--- config.mk ---
export PLATFORM = sky130hd
export DESIGN_NAME = jzjpcc_memory_stage
export DESIGN_NICKNAME = d
export VERILOG_FILES = /design/src/rtl/jzjpcc_memory_stage.sv
export SDC_FILE = /design/constraint.sdc
export NUM_CORES = 1
export LEC_CHECK = 0
export BUFFER_PORTS_ARGS = -buffer_cell sky130_fd_sc_hd__buf_2
export CAP_MARGIN = 25
export CORE_MARGIN = 2
export CORE_UTILIZATION = 43
export CTS_CLUSTER_DIAMETER = 60
export DETAILED_ROUTE_END_ITERATION = 12
export GPL_ROUTABILITY_DRIVEN = 0
export MAX_ROUTING_LAYER = met4
export PLACE_DENSITY = 0.84
export SLEW_MARGIN = 5
export SYNTH_ARGS = -nofsm -noshare
export SYNTH_HDL_FRONTEND = slang
export SYNTH_SLANG_ARGS = --single-unit
--- constraint.sdc ---
create_clock -name clock -period 1.91 [get_ports clock]
set_input_delay 0.0955 -clock clock [delete_from_list [all_inputs] [get_ports clock]]
set_output_delay 0.0955 -clock clock [all_outputs]
set_load 0.05 [all_outputs]
--- src/rtl/jzjpcc_memory_stage.sv ---
// jzjpcc memory stage: data bus access, load extension and MEM/WB register.
// Optional JZJPCC_MEM_MISALIGN_CHECK_EN faults misaligned half/word access.
module jzjpcc_memory_stage #(
  parameter int BUS_TIMEOUT = 255,
  parameter int PC_MAX_B = 15
) (
  input  logic        clock,
  input  logic        reset,
  input  logic        valid_memory,
  input  logic [31:0] aluResult_memory,
  input  logic [31:0] memDataToWrite_memory,
  input  logic [3:0]  memByteMask_memory,
  input  logic        memoryWriteEnable_memory,
  input  logic        rdSource_memory,
  input  logic        rdWriteEnable_memory,
  input  logic [4:0]  rdAddr_memory,
  input  logic [2:0]  funct3_memory,
  output logic        dmemReq,
  output logic        dmemWrite,
  output logic [29:0] dmemAddr,
  output logic [31:0] dmemWriteData,
  output logic [3:0]  dmemByteMask,
  input  logic [31:0] dmemReadData,
  input  logic        dmemAck,
  output logic        stall_memory,
  output logic        busError,
  output logic        valid_writeback,
  output logic [4:0]  rdAddr_writeback,
  output logic        rdSource_writeback,
  output logic        rdWriteEnable_writeback,
  output logic [31:0] aluResult_writeback,
  output logic [31:0] memoryOut_writeback,
  output logic        misalignedFault
);

  typedef enum logic {IDLE, WAIT} state_t;

  localparam logic [15:0] LAST = 16'(BUS_TIMEOUT - 1);

  state_t      state, state_next;
  logic [15:0] count, count_next;
  logic [1:0]  off;
  logic        access, is_load, misaligned, go;
  logic        timed_out, abort, fault, hold, load_done;
  logic [7:0]  byte_v;
  logic [15:0] half_v;
  logic [31:0] load_data;
  logic        unused_pc;

  assign unused_pc = (PC_MAX_B < 0);

  assign off     = aluResult_memory[1:0];
  assign access  = valid_memory &
                   (memoryWriteEnable_memory | rdSource_memory);
  assign is_load = rdSource_memory & ~memoryWriteEnable_memory;

`ifdef JZJPCC_MEM_MISALIGN_CHECK_EN
  assign misaligned =
    ((funct3_memory[1:0] == 2'b01) & off[0]) |
    ((funct3_memory[1:0] == 2'b10) & (off != 2'b00));
  assign fault = access & misaligned & ~reset;
`else
  assign misaligned = 1'b0;
  assign fault      = 1'b0;
`endif

  assign misalignedFault = fault;
  assign go = access & ~misaligned;

  assign timed_out = (BUS_TIMEOUT != 0) && (state == WAIT) &&
                     (count == LAST);
  assign abort = go & ~dmemAck & timed_out & ~reset;

  assign dmemReq       = go & ~reset;
  assign dmemWrite     = memoryWriteEnable_memory;
  assign dmemAddr      = aluResult_memory[31:2];
  assign dmemWriteData = memDataToWrite_memory;
  assign dmemByteMask  = memoryWriteEnable_memory ?
                         memByteMask_memory : 4'hF;

  assign stall_memory = go & ~dmemAck & ~abort;
  assign busError     = abort;
  assign hold         = stall_memory | abort | fault;
  assign load_done    = go & dmemAck & is_load;

  always_comb begin
    state_next = state;
    count_next = count;
    case (state)
      IDLE: begin
        if (go && !dmemAck) begin
          state_next = WAIT;
          count_next = '0;
        end
      end
      WAIT: begin
        if (!go || dmemAck || abort) state_next = IDLE;
        else count_next = count + 16'd1;
      end
      default: state_next = IDLE;
    endcase
  end

  always_ff @(posedge clock) begin
    if (reset) begin
      state <= IDLE;
      count <= '0;
    end else begin
      state <= state_next;
      count <= count_next;
    end
  end

  // Little-endian lane select within the returned word
  always_comb begin
    byte_v = 8'h00;
    unique case (off)
      2'd0: byte_v = dmemReadData[7:0];
      2'd1: byte_v = dmemReadData[15:8];
      2'd2: byte_v = dmemReadData[23:16];
      2'd3: byte_v = dmemReadData[31:24];
      default: byte_v = 8'h00;
    endcase
  end

  assign half_v = off[1] ? dmemReadData[31:16] : dmemReadData[15:0];

  always_comb begin
    load_data = '0;
    case (funct3_memory)
      3'b000: load_data = {{24{byte_v[7]}}, byte_v};
      3'b100: load_data = {24'h0, byte_v};
      3'b001: load_data = {{16{half_v[15]}}, half_v};
      3'b101: load_data = {16'h0, half_v};
      3'b010: load_data = dmemReadData;
      default: load_data = '0;
    endcase
  end

  always_ff @(posedge clock) begin
    if (reset) begin
      valid_writeback         <= 1'b0;
      rdWriteEnable_writeback <= 1'b0;
      rdAddr_writeback        <= '0;
      rdSource_writeback      <= 1'b0;
      aluResult_writeback     <= '0;
      memoryOut_writeback     <= '0;
    end else begin
      valid_writeback         <= valid_memory & ~hold;
      rdWriteEnable_writeback <= rdWriteEnable_memory & ~hold;
      rdAddr_writeback        <= rdAddr_memory;
      rdSource_writeback      <= rdSource_memory;
      aluResult_writeback     <= aluResult_memory;
      if (load_done) memoryOut_writeback <= load_data;
    end
  end

endmodule

==> key figures, run 1 <==
Outcome
  • Run status: finished with violations
  • Failing checks: setup timing

Clocking
  • CTS clk-pin slew, worst paths: 0.09 ns
  • Root buf cell: clkbuf_8
  • H-tree Lvls: 3
  • CTS tree: built
  • CTS Buffer Depth: 2
  • Clk sinks: 89
  • Worst skew pair latency: 0.36 ns
  • TritonCTS buffer count: 9

Yosys
  • Post-synth ARST share: 0
  • Simple-gate share of the synthesized area: 0.188
  • Number of synthesized flops with an enable pin: 0
  • XOR/XNOR Fraction of Synth Area: 0
  • Synth unique cells: 50
  • Commonest register cell after synthesis: dfxtp_1
  • Syn_nets: 576
  • Synth warnings: 0
  • Mux share of post-synthesis cell area: 0.0612
  • Seq/Total Area, Yosys: 0.423
  • Synth Cell Area: 0.00421 mm^2
  • #FFs+latches synth: 89
  • Synth Area in Adders: 0.00594
  • Post-Synthesis Cells: 459
  • Synth Area in Compound Gates: 0.171
  • Mapped Avg Cell Area: 9.17 um^2
  • Largest family of logic cells by synthesized area: simple AND/OR/NAND/NOR gates

Floorplan
  • Initial core utilization: 0.437
  • Die area: 0.0106 mm^2
  • Num rows: 36
  • IO Pins: 258
  • Placeable Area: 0.00964 mm^2
  • Die height: 103 um
  • Die X-Extent: 103 um

Layout
  • Final design utilization: 0.575
  • Seq. cell area: 0.00179 mm^2
  • Final Net Count: 748
  • Final cell count without fillers: 770
  • Layout cell share with drive strength beyond 1: 0.381
  • Multi-input logic area: 0.00181 mm^2
  • Synth-to-Final Area Change: 31.7%
  • Fill cells: 854

Global routing
  • Vias in the first global route: 3822
  • GRT overflow: 0
  • Global-route wire length before repair: 18.8 mm
  • GRT Util Overall: 0.238
  • Number of antenna violations at the first check in global routing: 1
  • Largest net degree at the start of global routing: 37

Placement
  • Inst Count DP: 711
  • Dpl hpwl: 8.86 mm
  • I/O Buffers: 192

Timing
  • Fmax: 484 MHz
  • Period Utilization, post-route: 1.08
  • Least-Margin Pin Slew: 0.674 ns
  • Final setup vio count: 2
  • RSZ-0062 raised after global routing: true
  • Relative slew slack: 0.549
  • Final Hold Viols: 0
  • Final setup margin: -0.158 ns
  • Final slew viol count: 0
  • Worst Skew: 0.00822 ns
  • Tmin final: 2.07 ns
  • Setup_tns: -0.280 ns

Detailed routing
  • Antenna Nets Post-Route: 0
  • Residual DRC: 0
  • Routed wire length: 12.6 mm
  • First drt pass iteration count: 5
  • Vias: 4031
  • Via density: 5.24
  • DR iter-0 viols: 244
  • Routed WL per cell: 16.4 um

Worst setup path
  • CP max FO: 2
  • Setup CP Type: reg2out
  • Startpoint type of the worst setup path: flop
  • Arrival time at the worst endpoint: 1.97 ns
  • CP endpoint kind: primary output
  • FF-to-FF path depth: 7
  • CP required: 1.81 ns

Min path
  • Worst Hold Class: in2reg
  • Hold path cells: 3

Flow run
  • Max-cap violations: 0

Power
  • P per Cell Area: 790 mW/mm^2
  • Maximum vdd ir drop: 515 uV
  • Pleak: 2.49 nW
[critical path, cell delays in order (launching register included)]
cell and delay [ns]:
dfxtp_2 0.33, or4_4 0.55, nor4_4 0.31, and4_4 0.28, buf_8 0.14
[what timing repair did]
item / CTS / global route
gates cloned: 0 / 0
resized for setup: 10 / 1
endpoints found under the setup margin: 2 / 2
pin swaps: 2 / 1
hold endpoints to repair: 37 / 0
buffers inserted: 3 / 1
hold buffers: 37 / 0
[registers in the layout, indices dropped and copies added, names as in the netlist]
name,flops
aluResult_writeback,32
memoryOut_writeback,32
rdSource_writeback,1
state,1
count,16
rdAddr_writeback,5
rdWriteEnable_writeback,1
valid_writeback,1
[per-layer routing]
layer / track usage / part of all wire
met4: 0.128 / 0.042
met3: 0.0563 / 0.074
met2: 0.398 / 0.52
met5: - / 0
met1: 0.262 / 0.37
[worst paths after layout]
check / slack (ns) / end / from
worst min register to register: 0.45 / memoryOut_writeback[14] / memoryOut_writeback[14]
worst max-delay path: -0.16 / busError / count[13]
worst min-delay path: 0.04 / memoryOut_writeback[21] / dmemReadData[21]
worst max register to register: 0.01 / count[3] / count[13]
[synth_stat cells, types with 4 or more instances]
| library cell | n | area share |
|---|---|---|
| a211oi_1 | 4 | 0.0071 |
| a2bb2oi_1 | 6 | 0.012 |
| nand3_1 | 4 | 0.0048 |
| buf_4 | 65 | 0.12 |
| inv_1 | 13 | 0.012 |
| a22oi_1 | 22 | 0.039 |
| nand4_1 | 4 | 0.0059 |
| o21ai_0 | 5 | 0.0059 |
| clkbuf_1 | 15 | 0.013 |
| nand2_1 | 50 | 0.045 |
| a21oi_1 | 13 | 0.015 |
| dfxtp_1 | 89 | 0.42 |
| o31ai_1 | 7 | 0.012 |
| nor2b_1 | 39 | 0.058 |
| o211ai_1 | 7 | 0.012 |
| or4_1 | 7 | 0.012 |
| and2_1 | 4 | 0.0059 |
| buf_2 | 5 | 0.0059 |
| a221oi_1 | 8 | 0.017 |
| mux2i_1 | 19 | 0.045 |
| o21ai_1 | 22 | 0.026 |
| nand2b_1 | 10 | 0.015 |
| nor2_1 | 5 | 0.0045 |
[cells by family after synthesis]
family	Yosys count
fa+ha+maj	2
simple gates	141
mux	22
other cells	1
flops	89
compound gates	105
buf+inv	99
[placed cells by master (no fill, tap or decap), drive strengths merged, types with 2 or more instances in the layout]
cell type / count
nand4: 4
and4: 3
mux2i: 19
nor2b: 39
a211oi: 5
a31oi: 2
nor2: 6
mux4: 3
dlygate4sd3: 37
nand2: 50
inv: 13
nor4: 2
a2bb2oi: 6
o211ai: 7
buf: 210
a22oi: 22
and3: 2
nor3b: 2
and2: 5
a221oi: 8
bufinv: 3
o21ai: 27
or4: 9
a222oi: 2
o31ai: 7
nand3: 4
clkbuf: 11
dfxtp: 89
nand2b: 10
ha: 2
a21oi: 14
o21a: 2
[layout make-up]
type                    instances  share of cell area
clock inverters                 5              0.0185
well taps                     133              0.0300
repair buffers                247               0.269
diodes                          1            0.000451
inverters                      13             0.00880
multi-input cells             271               0.326
flip-flops and latches         89               0.322
clock buffers                  11              0.0255
[per-stage QoR]
| step | instance area, um^2 | setup slack [ns] | power, mW | hold slack, ns |
|---|---|---|---|---|
| after floorplan | 4220 | 0.00141 | 2.75 | 0.224 |
| after global placement | 4860 | 0.171 | 2.77 | 0.191 |
| after detailed placement | 4860 | 0.150 | 2.78 | 0.191 |
| after CTS | 5520 | -0.161 | 4.40 | 0.00596 |
| after global routing | 5550 | -0.208 | 4.55 | 0.0385 |
| final | 5550 | -0.158 | 4.38 | 0.0378 |
[report_power, final]
part           total [mW]  internal, mW  switching (mW)
Combinational       0.892         0.289           0.603
Sequential           1.92          1.91          0.0166
Clock                1.57         0.903           0.664
(Power assumes the default switching activity.)
==> run 2: changes to the inputs <==
CORE_UTILIZATION = 39   (was 43)
PLACE_DENSITY = 0.81   (was 0.84)
clock period = 1.7 ns   (was 1.91 ns; I/O delays follow)
==> run 2 against run 1 <==
Compared with the run above: the flow still finishes with violations (setup timing); first-iteration DRC count grew 23%; clock power fell by 9%; clock skew increased by 0.0026 ns; sequential share of layout area shrank 0.22 points; sequential power grew 12%; clock-buffer cell count grew 3; highest routed layer unchanged.
==> key figures, run 2 (same netlist as run 1, synthesis figures left out) <==
Clocking
  • H-tree Lvls: 3
  • Clk sinks: 89
  • CTS Buffer Depth: 2
  • TritonCTS buffer count: 9
  • Root buf cell: clkbuf_8
  • CTS clk-pin slew, worst paths: 0.09 ns
  • Worst skew pair latency: 0.35 ns
  • CTS tree: built

Outcome
  • Run status: finished with violations
  • Failing checks: setup timing

Detailed routing
  • Antenna Nets Post-Route: 0
  • Via density: 5.21
  • Routed wire length: 12.2 mm
  • DR iter-0 viols: 300
  • Vias: 4050
  • Routed WL per cell: 15.8 um
  • Residual DRC: 0
  • First drt pass iteration count: 7

Flow run
  • Max-cap violations: 0

Timing
  • Final slew viol count: 0
  • Period Utilization, post-route: 1.18
  • Worst Skew: 0.0108 ns
  • Least-Margin Pin Slew: 0.928 ns
  • Final setup vio count: 9
  • Final setup margin: -0.314 ns
  • Hold WS: 0.0310 ns
  • Fmax: 497 MHz
  • Relative slew slack: 0.381
  • Final Hold Viols: 0
  • RSZ-0062 raised after global routing: true
  • Tmin final: 2.01 ns

Worst setup path
  • CP required: 1.62 ns
  • CP max FO: 4
  • CP bufs+invs: 2
  • Setup CP Type: reg2out
  • Cell family with most CP delay: simple AND/OR/NAND/NOR gates
  • Crit path max-delay cell type: or4_4
  • CP cell instances: or4_4 -> nor4_4 -> buf_6 -> a21oi_4 -> buf_6
  • Arrival time at the worst endpoint: 1.93 ns
  • Most used cell, CP: buf_6
  • Biggest cell delay along the critical path: 0.52 ns
  • CP endpoint kind: primary output
  • Startpoint type of the worst setup path: flop

Floorplan
  • IO Pins: 258
  • Die area: 0.0116 mm^2
  • Initial core utilization: 0.404
  • Num rows: 37
  • Die height: 108 um
  • Die X-Extent: 108 um
  • Placeable Area: 0.0104 mm^2

Layout
  • Largest regs: aluResult_writeback x32, memoryOut_writeback x32, count x16
  • Final Net Count: 753
  • Commonest non-fill, non-tap cell in the layout: buf_2
  • Fill cells: 936
  • Most frequent cells in the layout: buf_2 (190), dfxtp_1 (87), nand2_1 (50)
  • Synth-to-Final Area Change: 32.5%
  • Ant. Diodes: 0
  • Layout cell share with drive strength beyond 1: 0.387

Power
  • Design Power: 4.59 mW
  • Clock Power Share: 0.312
  • Maximum vdd ir drop: 428 uV
  • P_sw: 1.40 mW
  • Sw Share: 0.304
  • Pleak: 2.49 nW
  • Share of total power in sequential cells: 0.471
  • Combinational share of power: 0.217
  • Int Power: 3.19 mW
  • P per Cell Area: 822 mW/mm^2

Global routing
  • GRT Util Overall: 0.210
  • Vias in the first global route: 3938
  • Number of antenna violations at the first check in global routing: 0
  • Largest net degree at the start of global routing: 48
  • Global-route wire length before repair: 19.0 mm
  • GRT overflow: 0

Placement
  • I/O Buffers: 192
  • Dpl hpwl: 8.79 mm

Min path
  • Worst Hold Class: in2reg
==> run 2: final timing paths <==
kind                            from                 endpoint  slack [ns]  cells after the start
min reg2reg  memoryOut_writeback[24]  memoryOut_writeback[24]        0.45                      2
max reg2reg                 count[8]                 count[4]       -0.14                      6
min                  rdSource_memory       rdSource_writeback        0.03                      2
max                         count[8]             stall_memory       -0.31                      5
==> run 2: metrics by stage <==
step            util  cells  setup TNS, ns  instance area (um^2)  setup slack [ns]
2_1_floorplan      -    459          -1.05                  4220            -0.176
3_3_place_gp   0.475    724       -0.00124                  4940          -0.00124
3_5_place_dp   0.475    724        -0.0943                  4940           -0.0367
4_1_cts        0.531    777          -1.15                  5530            -0.332
5_1_grt        0.536    777          -1.88                  5580            -0.388
6_report       0.536    777          -1.29                  5580            -0.314
==> run 2: worst register-to-register path, cell delays in order (launching register included) <==
cell	delay, ns
dfxtp_2	0.33
or4_4	0.52
nor4_4	0.32
buf_6	0.16
buf_8	0.14
a211oi_1	0.10
mux2i_1	0.15
==> run 2: cell type report <==
class / instances / area (um^2) / area share
clock buffers: 14 / 153 / 0.0274
clock inverters: 2 / 37.5 / 0.00673
inverters: 13 / 48.8 / 0.00874
multi-input cells: 271 / 1850 / 0.332
flip-flops and latches: 89 / 1780 / 0.320
well taps: 136 / 170 / 0.0305
repair buffers: 252 / 1530 / 0.275
==> run 2: power groups by stage <==
stage               Clock, mW  Combinational, mW  Sequential [mW]
global placement            0              0.906             2.21
floorplan                   0              0.679             2.42
global route             1.57               1.06             2.17
detailed placement          0              0.920             2.21
finish                   1.43              0.997             2.16
CTS                      1.49              0.987             2.16
==> run 2: repair_timing <==
action                                  in CTS  in global routing
hold buffers                                36                  0
endpoints found under the setup margin      11                 12
pin swaps                                    0                  1
endpoints found under the hold margin       36                  0
resized for setup                            8                  9
setup buffers                                1                  0
==> run 2: metal layers <==
metal	vias up	GRT usage	share of wire
met5	-	-	0
met1	1870	0.244	0.40
met2	257	0.354	0.49
li1	1904	-	-
met3	19	0.0611	0.10
met4	0	0.0623	0.014
